==> src/rtl/sram_pkg.sv <==
// Shared definitions for the SRAM access arbiter slice.
// Holds the bus widths, the requester identifiers and the packed request
// bundle that the top level muxes onto the sram_core pins.
package sram_pkg;

    localparam int unsigned ADDR_W = 14;
    localparam int unsigned ROW_W  = 13;
    localparam int unsigned DATA_W = 32;
    localparam int unsigned LANES  = 4;

    typedef enum logic [0:0] {
        REQ_AHB = 1'b0,
        REQ_DMA = 1'b1
    } req_id_e;

    typedef struct packed {
        logic              we;
        logic [ADDR_W-1:0] addr;
        logic [LANES-1:0]  be;
        logic [DATA_W-1:0] wdata;
    } sram_req_t;

endpackage

==> src/rtl/sram_rr_arb.sv <==
// Two-way grant logic for the SRAM arbiter.
// Ports:
//   i_clk, i_rst_n   clock, asynchronous active-low reset
//   i_req0, i_req1   access requests (AHB, DMA)
//   i_lock           keep the previous cycle's winner while it requests
//   o_gnt0, o_gnt1   combinational one-hot (or zero) grant
// PRIO_MODE 0 is round-robin; 1 gives requester 0 fixed priority with
// aging so requester 1 is forced through after MAX_WAIT refusals.
module sram_rr_arb
    import sram_pkg::*;
#(
    parameter int unsigned PRIO_MODE = 0,
    parameter int unsigned MAX_WAIT  = 8
) (
    input  logic i_clk,
    input  logic i_rst_n,
    input  logic i_req0,
    input  logic i_req1,
    input  logic i_lock,
    output logic o_gnt0,
    output logic o_gnt1
);

    localparam logic [3:0] LP_MAX_WAIT = 4'(MAX_WAIT);

    req_id_e    r_last_gnt;
    logic       r_gnt_vld;   // previous cycle granted someone
    logic [3:0] r_wait_cnt;
    logic       w_lock_hold;

    assign w_lock_hold = i_lock && r_gnt_vld;

    always_comb begin
        o_gnt0 = 1'b0;
        o_gnt1 = 1'b0;
        if (w_lock_hold && (r_last_gnt == REQ_AHB) && i_req0) begin
            o_gnt0 = 1'b1;
        end else if (w_lock_hold && (r_last_gnt == REQ_DMA) && i_req1) begin
            o_gnt1 = 1'b1;
        end else if (PRIO_MODE == 0) begin
            if (i_req0 && i_req1) begin
                if (r_last_gnt == REQ_AHB) o_gnt1 = 1'b1;
                else                       o_gnt0 = 1'b1;
            end else begin
                o_gnt0 = i_req0;
                o_gnt1 = i_req1;
            end
        end else begin
            if (i_req1 && (!i_req0 || (r_wait_cnt == LP_MAX_WAIT))) o_gnt1 = 1'b1;
            else                                                     o_gnt0 = i_req0;
        end
    end

    always_ff @(posedge i_clk or negedge i_rst_n) begin
        if (!i_rst_n) begin
            r_last_gnt <= REQ_DMA;
            r_gnt_vld  <= 1'b0;
            r_wait_cnt <= '0;
        end else begin
            r_gnt_vld <= o_gnt0 || o_gnt1;
            if (o_gnt0 || o_gnt1) r_last_gnt <= o_gnt1 ? REQ_DMA : REQ_AHB;
            // Saturate at MAX_WAIT so a lock-extended wait still triggers aging.
            if (!i_req1 || o_gnt1)               r_wait_cnt <= '0;
            else if (r_wait_cnt < LP_MAX_WAIT)   r_wait_cnt <= r_wait_cnt + 4'd1;
        end
    end

endmodule

==> src/rtl/sram_arb.sv <==
// Two-requester arbiter and sequencer in front of sram_core.
// Ports:
//   hclk, hresetn             clock, asynchronous active-low reset
//   m0_* / m1_*               AHB / DMA request, grant and read-valid
//   rdata                     shared read data, qualified by mX_rvalid
//   lock                      previous winner keeps priority while high
//   sram_wen, sram_addr,
//   sram_wdata_in,
//   bank0_csn, bank1_csn      sram_core control (active-low selects)
//   sram_q0..sram_q7          macro outputs, bank 0 bytes then bank 1 bytes
module sram_arb
    import sram_pkg::*;
#(
    parameter int unsigned PRIO_MODE = 0,
    parameter int unsigned MAX_WAIT  = 8
) (
    input  logic              hclk,
    input  logic              hresetn,
    input  logic              m0_req,
    input  logic              m0_we,
    input  logic [ADDR_W-1:0] m0_addr,
    input  logic [LANES-1:0]  m0_be,
    input  logic [DATA_W-1:0] m0_wdata,
    output logic              m0_gnt,
    output logic              m0_rvalid,
    input  logic              m1_req,
    input  logic              m1_we,
    input  logic [ADDR_W-1:0] m1_addr,
    input  logic [LANES-1:0]  m1_be,
    input  logic [DATA_W-1:0] m1_wdata,
    output logic              m1_gnt,
    output logic              m1_rvalid,
    output logic [DATA_W-1:0] rdata,
    input  logic              lock,
    output logic              sram_wen,
    output logic [ROW_W-1:0]  sram_addr,
    output logic [DATA_W-1:0] sram_wdata_in,
    output logic [LANES-1:0]  bank0_csn,
    output logic [LANES-1:0]  bank1_csn,
    input  logic [7:0]        sram_q0,
    input  logic [7:0]        sram_q1,
    input  logic [7:0]        sram_q2,
    input  logic [7:0]        sram_q3,
    input  logic [7:0]        sram_q4,
    input  logic [7:0]        sram_q5,
    input  logic [7:0]        sram_q6,
    input  logic [7:0]        sram_q7
);

    sram_req_t         w_r0, w_r1, w_sel;
    logic              w_gnt0, w_gnt1, w_any, w_bank, w_rd;
    logic [LANES-1:0]  w_lane_csn;

    logic              r_rvalid0, r_rvalid1, r_rd_bank;
    logic [DATA_W-1:0] r_word0, r_word1;

    sram_rr_arb #(
        .PRIO_MODE (PRIO_MODE),
        .MAX_WAIT  (MAX_WAIT)
    ) u_arb (
        .i_clk   (hclk),
        .i_rst_n (hresetn),
        .i_req0  (m0_req),
        .i_req1  (m1_req),
        .i_lock  (lock),
        .o_gnt0  (w_gnt0),
        .o_gnt1  (w_gnt1)
    );

    assign w_r0       = '{we: m0_we, addr: m0_addr, be: m0_be, wdata: m0_wdata};
    assign w_r1       = '{we: m1_we, addr: m1_addr, be: m1_be, wdata: m1_wdata};
    assign w_sel      = w_gnt1 ? w_r1 : w_r0;
    assign w_any      = w_gnt0 || w_gnt1;
    assign w_bank     = w_sel.addr[ADDR_W-1];
    assign w_rd       = w_any && !w_sel.we;
    // A zero byte-enable write leaves every lane deselected: a granted no-op.
    assign w_lane_csn = w_sel.we ? ~w_sel.be : '0;

    assign m0_gnt = w_gnt0;
    assign m1_gnt = w_gnt1;

    always_comb begin
        sram_wen      = 1'b1;
        sram_addr     = '0;
        sram_wdata_in = '0;
        bank0_csn     = '1;
        bank1_csn     = '1;
        if (w_any) begin
            sram_wen      = ~w_sel.we;
            sram_addr     = w_sel.addr[ROW_W-1:0];
            sram_wdata_in = w_sel.wdata;
            if (w_bank) bank1_csn = w_lane_csn;
            else        bank0_csn = w_lane_csn;
        end
    end

    // The macro samples on the falling edge mid-cycle, so its q outputs are
    // settled by the rising edge that ends the grant cycle.
    always_ff @(posedge hclk or negedge hresetn) begin
        if (!hresetn) begin
            r_rvalid0 <= 1'b0;
            r_rvalid1 <= 1'b0;
            r_rd_bank <= 1'b0;
            r_word0   <= '0;
            r_word1   <= '0;
        end else begin
            r_rvalid0 <= w_gnt0 && !m0_we;
            r_rvalid1 <= w_gnt1 && !m1_we;
            if (w_rd) begin
                r_rd_bank <= w_bank;
                r_word0   <= {sram_q3, sram_q2, sram_q1, sram_q0};
                r_word1   <= {sram_q7, sram_q6, sram_q5, sram_q4};
            end
        end
    end

    assign m0_rvalid = r_rvalid0;
    assign m1_rvalid = r_rvalid1;
    assign rdata     = r_rd_bank ? r_word1 : r_word0;

endmodule
==> config.mk <==
export PLATFORM = sky130hd
export DESIGN_NAME = sram_arb
export DESIGN_NICKNAME = d
export VERILOG_FILES = /design/src/rtl/sram_pkg.sv /design/src/rtl/sram_rr_arb.sv /design/src/rtl/sram_arb.sv
export SDC_FILE = /design/constraint.sdc
export NUM_CORES = 1
export LEC_CHECK = 0
export CAP_MARGIN = 20
export CORE_MARGIN = 2
export CORE_UTILIZATION = 35
export DETAILED_ROUTE_END_ITERATION = 6
export PLACE_DENSITY = 0.78
export REMOVE_ABC_BUFFERS = 1
export SYNTH_ARGS = -nofsm -noshare
export SYNTH_HDL_FRONTEND = slang
export SYNTH_HIERARCHICAL = 1
export SYNTH_SLANG_ARGS = --single-unit
==> constraint.sdc <==
create_clock -name hclk -period 2.58 [get_ports hclk]
set_input_delay 0.516 -clock hclk [delete_from_list [all_inputs] [get_ports hclk]]
set_output_delay 0.516 -clock hclk [all_outputs]
set_load 0.01 [all_outputs]
==> results_dict.tcl, run 1 <==
set metrics [dict create \
    status "complete, but fails checks" \
    violations "setup timing" \
    clockBufferDepth 2 \
    grt_pass1_vias 4238 \
    hold_viol_final 0 \
    clk_latency_ps 340 \
    rsz0062_at_grt "true" \
    synthesis.area_mm2 0.00407 \
    layout_common_cells "clkdlybuf4s50_1 (200), nand2_1 (73), dfrtp_1 (68), mux2_4 (60), buf_2 (51)" \
    dpl-instance-area_mm2 0.00695 \
    core_mm2 0.0114 \
    root_buffer "clkbuf_16" \
    num_vias 3890 \
    routed_wl_um 14300 \
    gp_congestion 0.913 \
    portBuffers 260 \
    ys_seq_elements 69 \
    ir_drop_mv 0.565 \
    dp_hpwl_um 10900 \
    final_layout_size_suffix_gt1_share_pct 37.8 \
    fin_worst_skew_ps 4.15 \
    synthFlopType "dfrtp_1" \
    yosysSeqAreaShare_pct 42.4 \
    ios 261 \
    synth_edf_count 0 \
    fp.dieH_um 112 \
    grt.total_usage_pct 22.0 \
    end_kind "primary output" \
    h-tree-depth 3 \
    cap_viol_max_count 0 \
    cts_tree "built" \
    final_cell_area_mm2 0.00730 \
    cts_sinks 69 \
    p_leak_nw 3.22 \
    syn_inst 360 \
    dp_cells 762 \
    crit_fanout 6 \
    total_power_mw 4.80 \
    nNetsFinal 812 \
    first_iter_violations 180 \
    floorplan.die_area_mm2 0.0125 \
    layout_min_cycle_time_ps 2630 \
    critPathKind "flop to primary output" \
    worst_slack_ps -48.2 \
    grt_pass1_wl_um 21700 \
    worstHoldPathType "input pin to async pin" \
    syn_area_per_cell_um2 11.3 \
    async_flop_share_pct 100 \
    cp.required_ps 2060 \
    min_period_over_period_pct 102 \
    ys_types 30 \
    reg2regPathDepth 9 \
    power.density_mw_per_mm2 657 \
    vias_per_cell 4.93 \
    wl_per_cell_um 18.1 \
    antenna_left 0 \
    cts.clk_slew.worst_paths_ps 60 \
    slew_headroom_pct 57.3 \
    worstPathArrival_ps 2110 \
    overflow 0 \
    drc 0 \
    grt_antenna_before_repair 0 \
    antenna-diode-count 0 \
    area_growth_pct 79.2 \
    drtPass1Iterations 4 \
    cts_made_buffers 9 \
    worst_slew_pin_slew_ps 640 \
    max_freq_ghz 0.380 \
    drv_slew 0 \
    initial_utilization_pct 35.8 \
    cts_hold_buf 0 \
    final_common_cell "clkdlybuf4s50_1" \
    yosysWarnings 6 \
    grt_max_degree 45 \
    die-width_um 112 \
    finalSetupTns_ps -360 \
    instances_no_fill 789 \
    std_cell_rows 39 \
    crit_path_start_kind "flop" \
    finalSetupViolCount 19 \
]
==> metrics by stage <==
step | utilization, % | setup slack (ps) | hold slack (ps)
2_1_floorplan | - | -5940 | 220
3_3_place_gp | 61.1 | -631 | 485
3_5_place_dp | 61.1 | -662 | 490
4_1_cts | 63.2 | -123 | 214
5_1_grt | 64.2 | -102 | 245
6_report | 64.2 | -48.2 | 203
==> kinds of logic after synthesis <==
kind of cell    Yosys count  synth area share (%)
compound gates           60                  8.88
flops                    69                  42.4
mux                      99                  32.8
buf+inv                  31                  5.74
simple gates            101                  10.1
==> worst paths after layout <==
path	startpoint	slack, ps	endpoint
worst max register to register	u_arb/r_last_gnt$_DFFE_PN1P_	90	r_word0[12]$_DFFE_PN0P_
min in group hclk	r_word0[27]$_DFFE_PN0P_	510	r_word0[27]$_DFFE_PN0P_
worst min-delay path	hresetn	200	r_word0[15]$_DFFE_PN0P_
max in group asynchronous	hresetn	1720	r_word0[4]$_DFFE_PN0P_
worst max-delay path	u_arb/r_last_gnt$_DFFE_PN1P_	-50	sram_wdata_in[6]
worst min register to register	r_word0[27]$_DFFE_PN0P_	510	r_word0[27]$_DFFE_PN0P_
==> sequential cells by signal, indices dropped and copies added (netlist names) <==
register / flops
r_word0: 32
r_word1: 32
m0_rvalid: 1
m1_rvalid: 1
r_rd_bank: 1
u_arb/r_gnt_vld: 1
u_arb/r_last_gnt: 1
==> cell usage after synthesis, types with 2 or more instances <==
cell	number	area [µm²]
a22o_1	3	26.3
nor2_1	2	7.51
o221ai_1	6	52.6
mux2i_1	3	30.0
nand2_1	90	338
buf_6	2	22.5
mux2_2	36	405
o21ai_0	43	215
buf_2	4	20.0
nand2b_1	3	18.8
clkbuf_1	15	56.3
inv_1	4	15.0
dfrtp_1	68	1700
buf_12	6	120
mux2_4	60	901
==> timing repair <==
action                     CTS  global route
gates cloned                 1             0
setup endpoints to repair   56            50
gates resized for setup    278            47
buffers inserted             7             6
pin swaps                   14            17
==> area by class of cell <==
cell class	instances	area (µm²)
well taps	143	179
repair buffers	297	2760
clock inverters	6	86.3
multi-input cells	260	2290
flip-flops and latches	69	1730
inverters	4	15.0
fillers	897	4070
clock buffers	10	239
==> layer usage <==
layer  global-route usage (%)  vias up  part of all wire, %
li1                         -     1811                    -
met1                     23.6     1843                   36
met2                     39.8      202                   52
met3                     7.29       34                  8.9
met4                     8.97        0                  3.3
met5                        0        -                    0
==> critical path, stage by stage (launching register included) <==
cell and delay, ps:
dfstp_2 570, a21bo_4 250, a31oi_4 230, buf_6 160
buf_6 110, buf_6 110, nand2_2 50, o21ai_2 130
buf_2 150
==> where the power goes <==
| part | internal, mW | switching, mW | leakage, nW | total, mW |
|---|---|---|---|---|
| registers | 1.32 | 0.129 | 0.809 | 1.44 |
| clock network | 0.870 | 0.472 | 0.158 | 1.34 |
| logic | 1.27 | 0.740 | 2.26 | 2.01 |
No activity file was read; power rests on OpenSTA's default activity.
==> run 2: changes to the inputs <==
- PLACE_DENSITY: 0.78 -> 0.8
- SYNTH_HIERARCHICAL: 1 -> not set
==> results_dict.tcl, run 2 <==
set metrics [dict create \
    status "complete, but fails checks" \
    violations "setup timing" \
    finalSetupViolCount 17 \
    hold_viol_final 0 \
    yosys.area.top_type "dfrtp_1" \
    reg2reg_slack_ps 90 \
    reg_top3 "r_word0 x32, r_word1 x32" \
    yosysMostFrequentCell "nand2_1" \
    area_growth_pct 90.6 \
    ir_drop_mv 0.395 \
    finalSetupTns_ps -423 \
    async_flop_share_pct 100 \
    max_freq_ghz 0.379 \
    reg2reg_from "u_arb.r_last_gnt$_DFFE_PN1N_" \
    yosys-top-cells-area "dfrtp_1 (44%), mux2_2 (27%), nand2_1 (9.2%)" \
    top_usage_layer "met2" \
    drv_slew 0 \
    vias_per_cell 5.02 \
    final_layout_size_suffix_gt1_share_pct 37.2 \
    dpl-instance-area_mm2 0.00676 \
    crit_family "buffers and inverters" \
    drc 0 \
    synth_edf_count 0 \
    wl_per_cell_um 18.4 \
    cts_hold_buf 0 \
    syn_inst 382 \
    slew_headroom_pct 64.1 \
    h-tree-depth 3 \
    ys_seq_elements 69 \
    worstHoldPathType "input pin to async pin" \
    cp.required_ps 2060 \
    grt_max_degree 47 \
    reg2regPathDepth 9 \
    ys_types 28 \
    std_cell_rows 38 \
    fp.dieH_um 109 \
    final_common_cell "clkdlybuf4s50_1" \
    gp_congestion 0.931 \
    power.density_mw_per_mm2 543 \
    crit_fanout 14 \
    multi_input_comb_area_mm2 0.00221 \
    routed_wl_um 14900 \
    grt.total_usage_pct 24.2 \
    worstPathArrival_ps 2120 \
    cts.clk_slew.worst_paths_ps 70 \
    layout_min_cycle_time_ps 2640 \
    worst_slack_ps -60.9 \
    path_buf_inv 4 \
    rsz0062_at_grt "true" \
    crit_path_start_kind "input pin" \
    final_core_util_pct 67.9 \
    min_period_over_period_pct 102 \
    cts_sinks 69 \
    num_vias 4085 \
    nFillCells 826 \
    nNetsFinal 840 \
    drtPass1Iterations 4 \
    use_met1_pct 25.1 \
    critPathKind "input pin to primary output" \
    grt_pass1_wl_um 21600 \
    use_met3_pct 7.78 \
    syn_area_per_cell_um2 10.0 \
    grt_pass1_vias 4227 \
    cp_slowest_cell "o211ai_4" \
    root_buffer "clkbuf_8" \
    cap_viol_max_count 0 \
    netlist.area_leader.share_pct 44.5 \
    cpPeakStageDelay_ps 300 \
    antenna-diode-count 0 \
    first_iter_violations 185 \
    cts_tree "built" \
    synthesis.area_mm2 0.00383 \
    final_cell_area_mm2 0.00729 \
    antenna_left 0 \
    die-width_um 109 \
    grt_antenna_before_repair 0 \
    initial_utilization_pct 35.6 \
    dp_hpwl_um 10800 \
    ff_latch_area_mm2 0.00173 \
    p_leak_nw 3.13 \
    worstPathCellList "dlygate4sd2_1 -> and2_4 -> o211ai_4 -> buf_4 -> buf_12 -> nand2_1 -> a21oi_1 -> clkdlybuf4s15_2" \
    portBuffers 260 \
    met2_usage_pct 44.8 \
    cts_made_buffers 9 \
    worst_slew_pin_slew_ps 538 \
    overflow 0 \
    floorplan.die_area_mm2 0.0118 \
    clk_latency_ps 350 \
    synth.top_cells.by_count "nand2_1 (94), mux2_2 (92), dfrtp_1 (68), a21oi_1 (51), clkbuf_1 (17)" \
    clockBufferDepth 2 \
    fin_worst_skew_ps 6.28 \
    layout_common_cells "clkdlybuf4s50_1 (201), mux2_2 (92), nand2_1 (75), dfrtp_1 (68), buf_2 (39)" \
    synthFlopType "dfrtp_1" \
    yosysWarnings 0 \
    reg2reg_to "r_word1[5]$_DFFE_PN0P_" \
    core_mm2 0.0107 \
    yosysSeqAreaShare_pct 45.2 \
    end_kind "primary output" \
    ios 261 \
]
[run 2: worst max-delay path by stage]
stage,to,slack (ps),depth (start not counted),start
after detailed placement,sram_wdata_in[28],-570,7,lock
after global routing,sram_wdata_in[1],-130,8,u_arb.r_last_gnt$_DFFE_PN1N_
after CTS,sram_wdata_in[28],-40,7,u_arb.r_last_gnt$_DFFE_PN1N_
final,sram_wdata_in[28],-60,8,lock
after global placement,sram_wdata_in[28],-520,7,lock
after floorplan,r_word0[0]$_DFFE_PN0P_,-1850,5,lock
[run 2: layout make-up]
| class | count | area share (%) |
|---|---|---|
| Clock buffer | 10 | 1.89 |
| Clock inverter | 6 | 0.532 |
| Inverter | 6 | 0.377 |
| Multi-Input combinational cell | 280 | 30.3 |
| Sequential cell | 69 | 23.7 |
| Tap cell | 140 | 2.40 |
| Timing Repair Buffer | 303 | 40.8 |
[run 2: where the power goes]
group / switching (mW) / leakage [nW] / internal [mW]
combinational: 0.700 / 2.24 / 1.09
sequential: 0.100 / 0.807 / 1.29
clock: 0.409 / 0.0880 / 0.370
total: 1.21 / 3.13 / 2.75
[run 2: metrics by stage]
stage | hold WS [ps] | instances | power, mW | worst slack [ps]
after global placement | 470 | 780 | 3.06 | -523
after global routing | 159 | 814 | 4.18 | -134
final | 141 | 814 | 3.96 | -60.9
after detailed placement | 482 | 780 | 3.11 | -574
after CTS | 136 | 807 | 3.93 | -40.7
after floorplan | 220 | 355 | 2.11 | -1850
[run 2: layer usage]
metal | share of wire, % | wire length (µm)
met3 | 9.2 | 1380
met4 | 3.2 | 471
met2 | 53 | 7920
met5 | 0 | 0
met1 | 35 | 5180
[run 2: logic make-up (layout without fill, tap and decap cells)]
family | after synthesis | after routing | share of synthesized area [%]
flops | 69 | 69 | 45.2
compound gates | 66 | 66 | 9.84
buf+inv | 33 | 325 | 3.43
mux | 98 | 98 | 28.8
simple gates | 116 | 116 | 12.8
[run 2: timing repair]
item	4_1_cts	5_1_grt
setup buffers	6	4
pin swaps	2	23
endpoints found under the setup margin	55	51
cloned	5	3
gates resized for setup	197	82
[run 2: worst reg2reg max path: cells and delay by family, from the launching register on]
family	cells	cell delay [ps]
flip-flops	1	560
AO/OA/AOI/OAI	2	460
buffers and inverters	5	920
multiplexers	1	390
AND/OR/NAND/NOR	1	60
